$ cat src/rtl/memory_loader.sv
// rtl/memory_loader.sv - streams host words into the word memory while holding the CPU in reset
module memory_loader #(
  parameter logic [31:0] pWords    = 32'd44,
  parameter logic [31:0] pBaseAddr = 32'd0
) (
  input  logic        iwClk,
  input  logic        iwRst,
  input  logic        iwStart,
  input  logic        iwInValid,
  input  logic [31:0] iwInData,
  output logic        owInReady,
  output logic [31:0] owWriteAddr,
  output logic [31:0] owWriteData,
  output logic [3:0]  owWstrb,
  output logic [31:0] owCount,
  output logic        owBusy,
  output logic        owDone,
  output logic        owCpunRst
);

  typedef enum logic [1:0] {IDLE, LOAD, DONE} state_t;

  state_t state, next_state;
  logic   xfer;
  logic   clear_count;

  always_ff @(posedge iwClk or posedge iwRst) begin
    if (iwRst) state <= IDLE;
    else       state <= next_state;
  end

  always_comb begin
    next_state  = state;
    xfer        = 1'b0;
    clear_count = 1'b0;
    case (state)
      IDLE: begin
        if (iwStart) begin
          next_state  = LOAD;
          clear_count = 1'b1;
        end
      end
      LOAD: begin
        xfer = iwInValid;
        if (xfer && (owCount == pWords - 32'd1)) next_state = DONE;
      end
      DONE: begin
        if (iwStart) begin
          next_state  = LOAD;
          clear_count = 1'b1;
        end
      end
      default: next_state = IDLE;
    endcase
  end

  // Status flags decode straight from state so reset clears them without waiting for a clock.
  assign owInReady = (state == LOAD);
  assign owBusy    = (state == LOAD);
  assign owDone    = (state == DONE);
  assign owCpunRst = (state == DONE);

  always_ff @(posedge iwClk or posedge iwRst) begin
    if (iwRst) begin
      owWriteAddr <= 32'd0;
      owWriteData <= 32'd0;
      owWstrb     <= 4'h0;
      owCount     <= 32'd0;
    end else begin
      owWstrb <= 4'h0;
      if (clear_count) owCount <= 32'd0;
      if (xfer) begin
        owWriteAddr <= pBaseAddr + (owCount << 2);
        owWriteData <= iwInData;
        owWstrb     <= 4'hF;
        owCount     <= owCount + 32'd1;
      end else if (state == DONE) begin
        // Release the write port cleanly once the final strobe has gone out.
        owWriteAddr <= 32'd0;
        owWriteData <= 32'd0;
      end
    end
  end

endmodule

$ cat config.mk
export PLATFORM = sky130hd
export DESIGN_NAME = memory_loader
export DESIGN_NICKNAME = d
export VERILOG_FILES = /design/src/rtl/memory_loader.sv
export SDC_FILE = /design/constraint.sdc
export NUM_CORES = 1
export LEC_CHECK = 0
export CORE_ASPECT_RATIO = 0.5
export CORE_UTILIZATION = 47
export CTS_CLUSTER_SIZE = 14
export DETAILED_ROUTE_END_ITERATION = 10
export GPL_TIMING_DRIVEN = 0
export MAX_ROUTING_LAYER = met4
export PLACE_DENSITY = 0.81
export SYNTH_ARGS = -nofsm -noshare
export SYNTH_HDL_FRONTEND = slang
export SYNTH_SLANG_ARGS = --single-unit
$ cat constraint.sdc
create_clock -name iwClk -period 3.7 [get_ports iwClk]
set_input_delay 0.37 -clock iwClk [delete_from_list [all_inputs] [get_ports iwClk]]
set_output_delay 0.37 -clock iwClk [all_outputs]
set_load 0.01 [all_outputs]
---- Word level (Yosys, flattened, before mapping) ----
Index checks and enable logic that the tools add are counted.
storage, ports and cells
  register bits ........................... 102
  bits in latches ......................... 0
  bits in writable memories ............... 0
  ROM bits ................................ 0
  input bits .............................. 36
  memories kept ........................... 0
operators by class
  add/subtract/negate cells ............... 1
  $mul .................................... 0
  divide/modulo/power cells ............... 0
  order comparisons ....................... 0
  equal/unequal tests ..................... 5
  shifts and indexed selects .............. 0
  mux-type cells .......................... 12
  bitwise gates (word level) .............. 0
  reductions and logical operators ........ 6
operators by type and width
  operator                                        number
  2-to-1 mux 32 bit                               5
  adder 32 x 1 -> 32 bit, second input constant   1
  == test 32 x 6 -> 1 bit, second input constant  1
  2-to-1 mux 2 bit                                2
  2-to-1 mux 4 bit                                1
  != test 2 x 1 -> 1 bit, second input constant   2
  case mux 2 bit (2 select lines)                 1
  nonzero test 2 bit                              2
  2-to-1 mux 1 bit                                3
  == test 2 x 1 -> 1 bit, second input constant   1
  == test 2 bit, second input constant            1
  zero test 2 bit                                 1
  AND reduction 2 bit                             1
  OR reduction 2 bit                              1
  logical AND 1 bit                               1

---- Longest topological paths before layout ----
Gate-level depths: netlist of run 1.
  depth in word-level cells ............... 5
  gate-level depth with buffers ........... 6
  mapped depth without buffers ............ 5

---- Worst setup path before layout of run 1 ----
OpenSTA, ideal clock, no wires.
  path kind ............................... reg2reg
  start point ............................. register owCount[0]
  end point ............................... register owCount[8]
  arrival time ............................ 1.610 ns
  required time ........................... 3.620 ns
  path slack .............................. 2.010 ns
  cell stages (with the launch flop) ...... 6
  buffers on the path ..................... 0
  path through ............................ dfrtp_1 > ha_1 > nand4_2 > nor2_1 > and4_2 > mux2i_1
on the way
  cells in the longest elaborated chain, start to end .. 2
RTL lines
  what                    RTL line  text
  start, declared         15        output logic [31:0] owCount,
  start signal, assigned  76        owCount <= owCount + 32'd1;
  adder 32 x 1 -> 32 bit  76
  2-to-1 mux 32 bit       72        if (xfer) begin
No other way between the ends.
A chain may end at the register's enable or synchronous reset.

---- Final worst setup path of run 1 ----
  start point ............................. register state[0]
  end point ............................... output port owDone
on the way
  cells in the longest elaborated chain, start to end .. 1
RTL lines
  what                    RTL line  text
  start, declared         23        state_t state, next_state;
  start signal, assigned  29        else state <= next_state;
  == test 2 bit           60        assign owDone = (state == DONE);
  end, declared           17        output logic owDone,
No other way between the ends.

==> impl_metrics.csv, run 1 <==
group,metric,value,unit
pwr,p_seq_frac,0.465,
synth,yosysSeqAreaShare,0.549,
floorplanning,initial_core_util,0.496,
clock_tree,post-cts-setup-buffers,0,
sta,slew_headroom,0.626,
global_routing,grt_pass1_vias,4017,
route,vias,4042,
global_routing,grt_usage,0.272,
pwr,p_comb_frac,0.190,
route,drt-vias-per-instance,5.40,
clock_tree,cts.sinks,97,
setup_path,worstPathArrival,2.43,ns
route,antenna_left,0,
finish,final_cell_count_no_fill,749,
pwr,internal-power,1.94,mW
sta,setup_tns,0,ns
pwr,pwr-share-clk,0.344,
finish,drive_gt1_frac,0.0712,
floorplanning,fp.dieW,139,um
synth,synthXorXnorAreaFrac,0.00198,
setup_path,slowest_delay,0.46,ns
sta,fmax,0.357,GHz
setup_path,ff2ff_setup_slack,1.60,ns
placed_design,place_inst,733,
synth,yosys.area_share.simple,0.311,
global_routing,antenna_found_initial,0,
pwr,switching_share,0.265,
clock_tree,cts_htree_levels,3,
sta,rsz0062_at_grt,"no",
floorplanning,core_area,8920,sq um
pwr,p_sw,0.697,mW
hold_path,hp-class,"in -> async",
clock_tree,clk_path_buf_depth,2,
sta,tightest_slew,0.561,ns
run_status,failed_checks,"design-rule violations",
clock_tree,cts_tree,"built",
sta,drv_slew,0,
sta,skew,0.00552,ns
finish,nFillCells,665,
pwr,ir_worst_vdd,0.000239,V
setup_path,cp_cell_sequence,"nand2b_1 -> clkbuf_1 -> buf_1 -> inv_1 -> buf_4 -> clkdlybuf4s50_1",
clock_tree,clock_latency,0.34,ns
setup_path,slowest_stage,"clkdlybuf4s50_1",
placed_design,placed_cell_area,5980,sq um
finish,fin_util,0.703,
setup_path,reg2regPathDepth,5,
setup_path,crit_fanout,10,
synth,synthAdderAreaFrac,0.00283,
finish,diodes,0,
clock_tree,cts_hold_buf,0,
clock_tree,numCtsBuffers,9,
synth,synth_area,4420,sq um
global_routing,overflow,0,
route,routed_wl,12100,um
setup_path,worstSetupStartpointType,"register",
route,wl_per_cell,16.1,um
run_status,status,"finished, violations left",
synth,synth-compound-area-share,0.0271,
floorplanning,die_area,9830,sq um
finish,fin_area,6270,sq um
floorplanning,dieHeight,70.6,um
clock_tree,clock-root-buffer,"clkbuf_16",
sta,hold_ws,0.449,ns
synth,syn_avg_cell_area,9.28,sq um
placed_design,dpl.hpwl,8550,um
synth,synthMuxAreaShare,0.0498,
sta,hold_viol_final,0,
setup_path,crit_type,"reg -> out",
synth,ys_ff_latch,97,
clock_tree,post_cts_resized,0,
sta,fin_crit_sh,0.756,
synth,ys_types,42,
sta,post-route-min-period,2.80,ns
clock_tree,clkTransAtPathRegs,0.06,ns
sta,setup_viol,0,
job,maxCapViolations,0,
floorplanning,fp-row-count,24,
synth,synth_top_family_by_area,"simple AND/OR/NAND/NOR gates",
route,drt_iter0_drc,371,
finish,areaGrowthSynthToFinish,41.7,%
route,drt_pass1_iterations,10,
synth,netlist_instances,477,
finish,layout.nets,664,
pwr,power.leakage,3.04,nW
floorplanning,io_pins,140,
global_routing,grt_pass1_wl,20200,um
setup_path,r2r_start,"owCount[0]$_DFFE_PP0P_",
setup_path,critPathCaptureType,"output pin",
synth,synth_warnings,0,
placed_design,gp_congestion,0.865,
route,drc,10,
global_routing,grt_max_degree,58,
setup_path,rr_endpoint,"owCount[8]$_DFFE_PP0P_",
pwr,p_per_area,420,nW/um^2
setup_path,required,3.33,ns
placed_design,io_buffers,137,
[logic make-up (layout without fill, tap and decap cells)]
| family | Yosys count | count (layout) |
|---|---|---|
| AND/OR/NAND/NOR | 287 | 287 |
| flip-flops | 97 | 97 |
| buffers and inverters | 48 | 202 |
| multiplexers | 22 | 22 |
| AO/OA/AOI/OAI | 20 | 20 |
| adder cells (fa/ha/maj) | 1 | 1 |
| other | 1 | 2 |
| XOR/XNOR | 1 | 1 |
[cell usage after synthesis, drive strengths merged]
master / n / area share
nand2: 151 / 0.13
dfrtp: 97 / 0.55
nand3: 74 / 0.084
buf: 23 / 0.030
nand4: 23 / 0.037
mux2i: 22 / 0.050
clkbuf: 13 / 0.014
o21ai: 13 / 0.015
inv: 10 / 0.0085
nor4: 9 / 0.016
nor2: 7 / 0.0059
and2: 6 / 0.0088
and3: 4 / 0.0057
and4: 3 / 0.0062
nand2b: 3 / 0.0042
nor3: 2 / 0.0048
nor4b: 2 / 0.0040
o211ai: 2 / 0.0034
o31ai: 2 / 0.0034
and4bb: 1 / 0.0028
clkdlybuf4s18: 1 / 0.0023
conb: 1 / 0.00085
dlymetal6s2s: 1 / 0.0028
ha: 1 / 0.0028
nand3b: 1 / 0.0017
nand4b: 1 / 0.0020
o21a: 1 / 0.0017
o2bb2ai: 1 / 0.0020
o41ai: 1 / 0.0020
xor2: 1 / 0.0020
[cells in the final DEF (no fill, tap or decap), types with 3 or more instances in the layout]
cell             Yosys  final
nand2b_1             3      3
and2_1               5      5
buf_4                8      8
clkdlybuf4s50_1      0    137
inv_1                9      8
clkbuf_16            0      9
nand4_1             21     21
o21ai_0             13     13
buf_2                8      8
mux2i_1             22     22
clkbuf_1            11     12
nor4_1               8      8
clkbuf_8             1      5
nor2_1               7      7
buf_1                6      6
nand3_1             74     74
and3_1               4      4
nand2_1            151    151
dfrtp_1             97     97
[cell type report]
| type | count | area [sq um] | area share |
|---|---|---|---|
| plain buffers | 38 | 216 | 0.0345 |
| repair buffers | 138 | 1400 | 0.223 |
| inverters | 10 | 40.0 | 0.00639 |
| clock inverters | 2 | 10.0 | 0.00160 |
| multi-input cells | 333 | 1750 | 0.279 |
| well taps | 117 | 146 | 0.0233 |
| flip-flops and latches | 97 | 2430 | 0.387 |
| clock buffers | 14 | 284 | 0.0453 |
[worst max-delay path by stage]
stage | from | to | slack (ns) | cells past startpoint
after floorplan | iwRst | owCount[0]$_DFFE_PP0P_ | 0.80 | 1
after global placement | iwRst | owWriteAddr[26]$_DFFE_PP0P_ | -0.75 | 2
after detailed placement | state[0]$_DFFE_PP0P_ | owDone | 1.20 | 6
after CTS | state[0]$_DFFE_PP0P_ | owDone | 0.84 | 6
after global routing | state[0]$_DFFE_PP0P_ | owDone | 0.74 | 6
final | state[0]$_DFFE_PP0P_ | owDone | 0.90 | 6
[flip-flops by register name, indices dropped and copies added, names as in the netlist]
register     cells
owCount         32
owWriteData     32
owWriteAddr     30
state            2
owWstrb          1
[worst max-delay path, delay by kind of cell (launching register included)]
family	cells	cell delay (ns)
buf+inv	5	1.57
flops	1	0.39
simple gates	1	0.12
[metal layers]
| metal | vias up | global-route usage | share of wire |
|---|---|---|---|
| met5 | - | - | 0 |
| met4 | 0 | 0.0840 | 0.015 |
| li1 | 1911 | - | - |
| met3 | 21 | 0.0515 | 0.057 |
| met2 | 136 | 0.438 | 0.48 |
| met1 | 1974 | 0.353 | 0.44 |
[through the flow]
step / power, mW / worst slack [ns]
floorplan: 1.45 / 0.796
global placement: 1.73 / -0.746
detailed placement: 1.75 / 1.20
CTS: 2.65 / 0.839
global route: 2.75 / 0.739
finish: 2.63 / 0.902
[power by group through the flow]
stage	clock network, mW	logic (mW)	registers (mW)
6_report	0.907	0.501	1.22
5_1_grt	0.970	0.549	1.24
4_1_cts	0.921	0.507	1.22
3_5_place_dp	0	0.505	1.24
3_3_place_gp	0	0.490	1.24
2_1_floorplan	0	0.176	1.27
Power figures use the tool's default switching activity.
==> run 2: changes to the inputs <==
Clock period 3.7 ns to 2.7 ns, I/O delays scaled along.
==> run 2 against run 1 <==
Net effect:
- the run still ends with design-rule violations left
- sequential share of layout area shrank 0.32 points
- flip-flop and latch count is the same
- non-clock buffer count grew 1
- worst hold slack lost 0.13 ns
- routed wire length is essentially flat
- total power grew 44%
- setup slack lost 0.78 ns
- utilization grew 0.59 points
- critical path depth is the same
- die area is the same
- clock power grew 55%
- clock skew grew 0.0027 ns
- critical endpoint unchanged
==> impl_metrics.csv, run 2 (synthesis results as in run 1) <==
group,metric,value,unit
route,drc,9,
placed_design,gp_congestion,0.866,
sta,slew_headroom,0.600,
route,drt_iter0_drc,398,
setup_path,crit_fanout,10,
floorplanning,fp.dieW,139,um
route,drt_pass1_iterations,10,
floorplanning,fp-row-count,24,
setup_path,required,2.43,ns
finish,final_common_cell,"nand2_1",
global_routing,antenna_found_initial,0,
clock_tree,clk_path_buf_depth,2,
route,vias,4021,
pwr,p_seq_frac,0.444,
sta,setup_tns,0,ns
floorplanning,io_pins,140,
sta,hold_viol_final,0,
clock_tree,clock_latency,0.34,ns
pwr,p_comb_frac,0.183,
setup_path,crit_type,"reg -> out",
sta,tightest_slew,0.599,ns
floorplanning,initial_core_util,0.496,
pwr,pwr-share-clk,0.373,
clock_tree,post-cts-setup-buffers,0,
sta,drv_slew,0,
floorplanning,core_area,8920,sq um
clock_tree,cts.sinks,97,
pwr,ir_worst_vdd,0.000332,V
pwr,power.leakage,3.05,nW
setup_path,r2r_start,"owCount[1]$_DFFE_PP0P_",
finish,layout_common_cells,"nand2_1, clkdlybuf4s50_1, dfrtp_1",
clock_tree,cts_htree_levels,3,
setup_path,worstPathArrival,2.31,ns
route,routed_wl,12100,um
finish,final_cell_count_no_fill,750,
placed_design,io_buffers,137,
route,wl_per_cell,16.1,um
setup_path,critPathCaptureType,"output pin",
run_status,failed_checks,"design-rule violations",
clock_tree,cts_tree,"built",
finish,diodes,0,
pwr,internal-power,2.79,mW
setup_path,rr_endpoint,"owCount[8]$_DFFE_PP0P_",
job,maxCapViolations,0,
floorplanning,dieHeight,70.6,um
sta,setup_viol,0,
global_routing,grt_max_degree,43,
finish,largestRegisters,"owCount (32), owWriteData (32), owWriteAddr (30)",
route,antenna_left,0,
global_routing,grt_pass1_vias,3795,
sta,skew,0.00824,ns
clock_tree,numCtsBuffers,9,
sta,post-route-min-period,2.58,ns
pwr,fin_total_pwr,3.78,mW
pwr,switching_share,0.262,
pwr,p_per_area,598,nW/um^2
run_status,status,"finished, violations left",
placed_design,dpl.hpwl,8410,um
setup_path,reg2regPathDepth,5,
pwr,p_sw,0.991,mW
sta,rsz0062_at_grt,"no",
global_routing,overflow,0,
sta,fmax,0.388,GHz
global_routing,grt_usage,0.263,
global_routing,grt_pass1_wl,19500,um
route,drt-vias-per-instance,5.36,
finish,drive_gt1_frac,0.0742,
setup_path,ff2ff_setup_slack,0.56,ns
clock_tree,cts_hold_buf,0,
sta,fin_crit_sh,0.955,
clock_tree,clkTransAtPathRegs,0.06,ns
setup_path,worstSetupStartpointType,"register",
floorplanning,die_area,9830,sq um
placed_design,place_inst,734,
hold_path,hp-class,"in -> async",
finish,areaGrowthSynthToFinish,42.9,%
clock_tree,clock-root-buffer,"clkbuf_16",
finish,layout.nets,665,
run 2: per-stage QoR:
stage | setup WS (ns) | util | hold slack, ns | cell area (sq um)
after detailed placement | 0.398 | 0.672 | 0.484 | 5990
after global routing | 0.0248 | 0.709 | 0.356 | 6320
after global placement | 0.260 | 0.667 | 0.479 | 5950
after floorplan | 1.01 | - | 0.352 | 4430
after CTS | 0.0112 | 0.709 | 0.326 | 6320
final | 0.121 | 0.709 | 0.317 | 6320
run 2: cell type report:
| class | count | area (sq um) |
|---|---|---|
| flip-flops and latches | 97 | 2430 |
| well taps | 117 | 146 |
| fillers | 666 | 2600 |
| multi-input cells | 333 | 1750 |
| clock buffers | 12 | 256 |
| clock inverters | 4 | 75.1 |
| inverters | 10 | 41.3 |
| plain buffers | 38 | 218 |
| repair buffers | 139 | 1410 |
run 2: how the worst max path moves through the flow:
stage                                       from                 endpoint  slack (ns)  depth (start not counted)
final                       state[0]$_DFFE_PP0P_                   owDone        0.12                          6
after global routing        state[0]$_DFFE_PP0P_                   owDone        0.02                          6
after CTS                   state[0]$_DFFE_PP0P_                   owDone        0.01                          6
after detailed placement    state[0]$_DFFE_PP0P_                   owDone        0.40                          6
after global placement                     iwRst  owCount[22]$_DFFE_PP0P_        0.26                          2
after floorplan           owCount[0]$_DFFE_PP0P_   owCount[8]$_DFFE_PP0P_        1.01                          5
run 2: timing repair:
item	4_1_cts	5_1_grt
endpoints found under the hold margin	0	0
setup endpoints to repair	0	2
gates resized for setup	0	1
run 2: worst max-delay path: stages (launching register included):
cell and delay (ns):
dfrtp_1 0.40, nand2b_1 0.12, clkbuf_1 0.43, clkbuf_2 0.34, inv_1 0.08, buf_4 0.13, clkdlybuf4s50_1 0.47
run 2: power by group through the flow:
stage	registers (mW)	logic [mW]	clock network (mW)
CTS	1.68	0.701	1.43
global route	1.69	0.752	1.48
global placement	1.70	0.671	0
detailed placement	1.70	0.696	0
floorplan	1.74	0.241	0
finish	1.68	0.691	1.41
run 2: per-layer routing:
metal | routed length (um) | GRT usage
met5 | 0 | -
met4 | 159 | 0.0827
met3 | 720 | 0.0609
met2 | 5850 | 0.417
met1 | 5350 | 0.341
==> run 3: changes to the inputs <==
Settings changed: CTS_CLUSTER_SIZE 14 to not set.
==> results of run 3 <==
Final layout, timing and power as in run 2 (identical DEF).
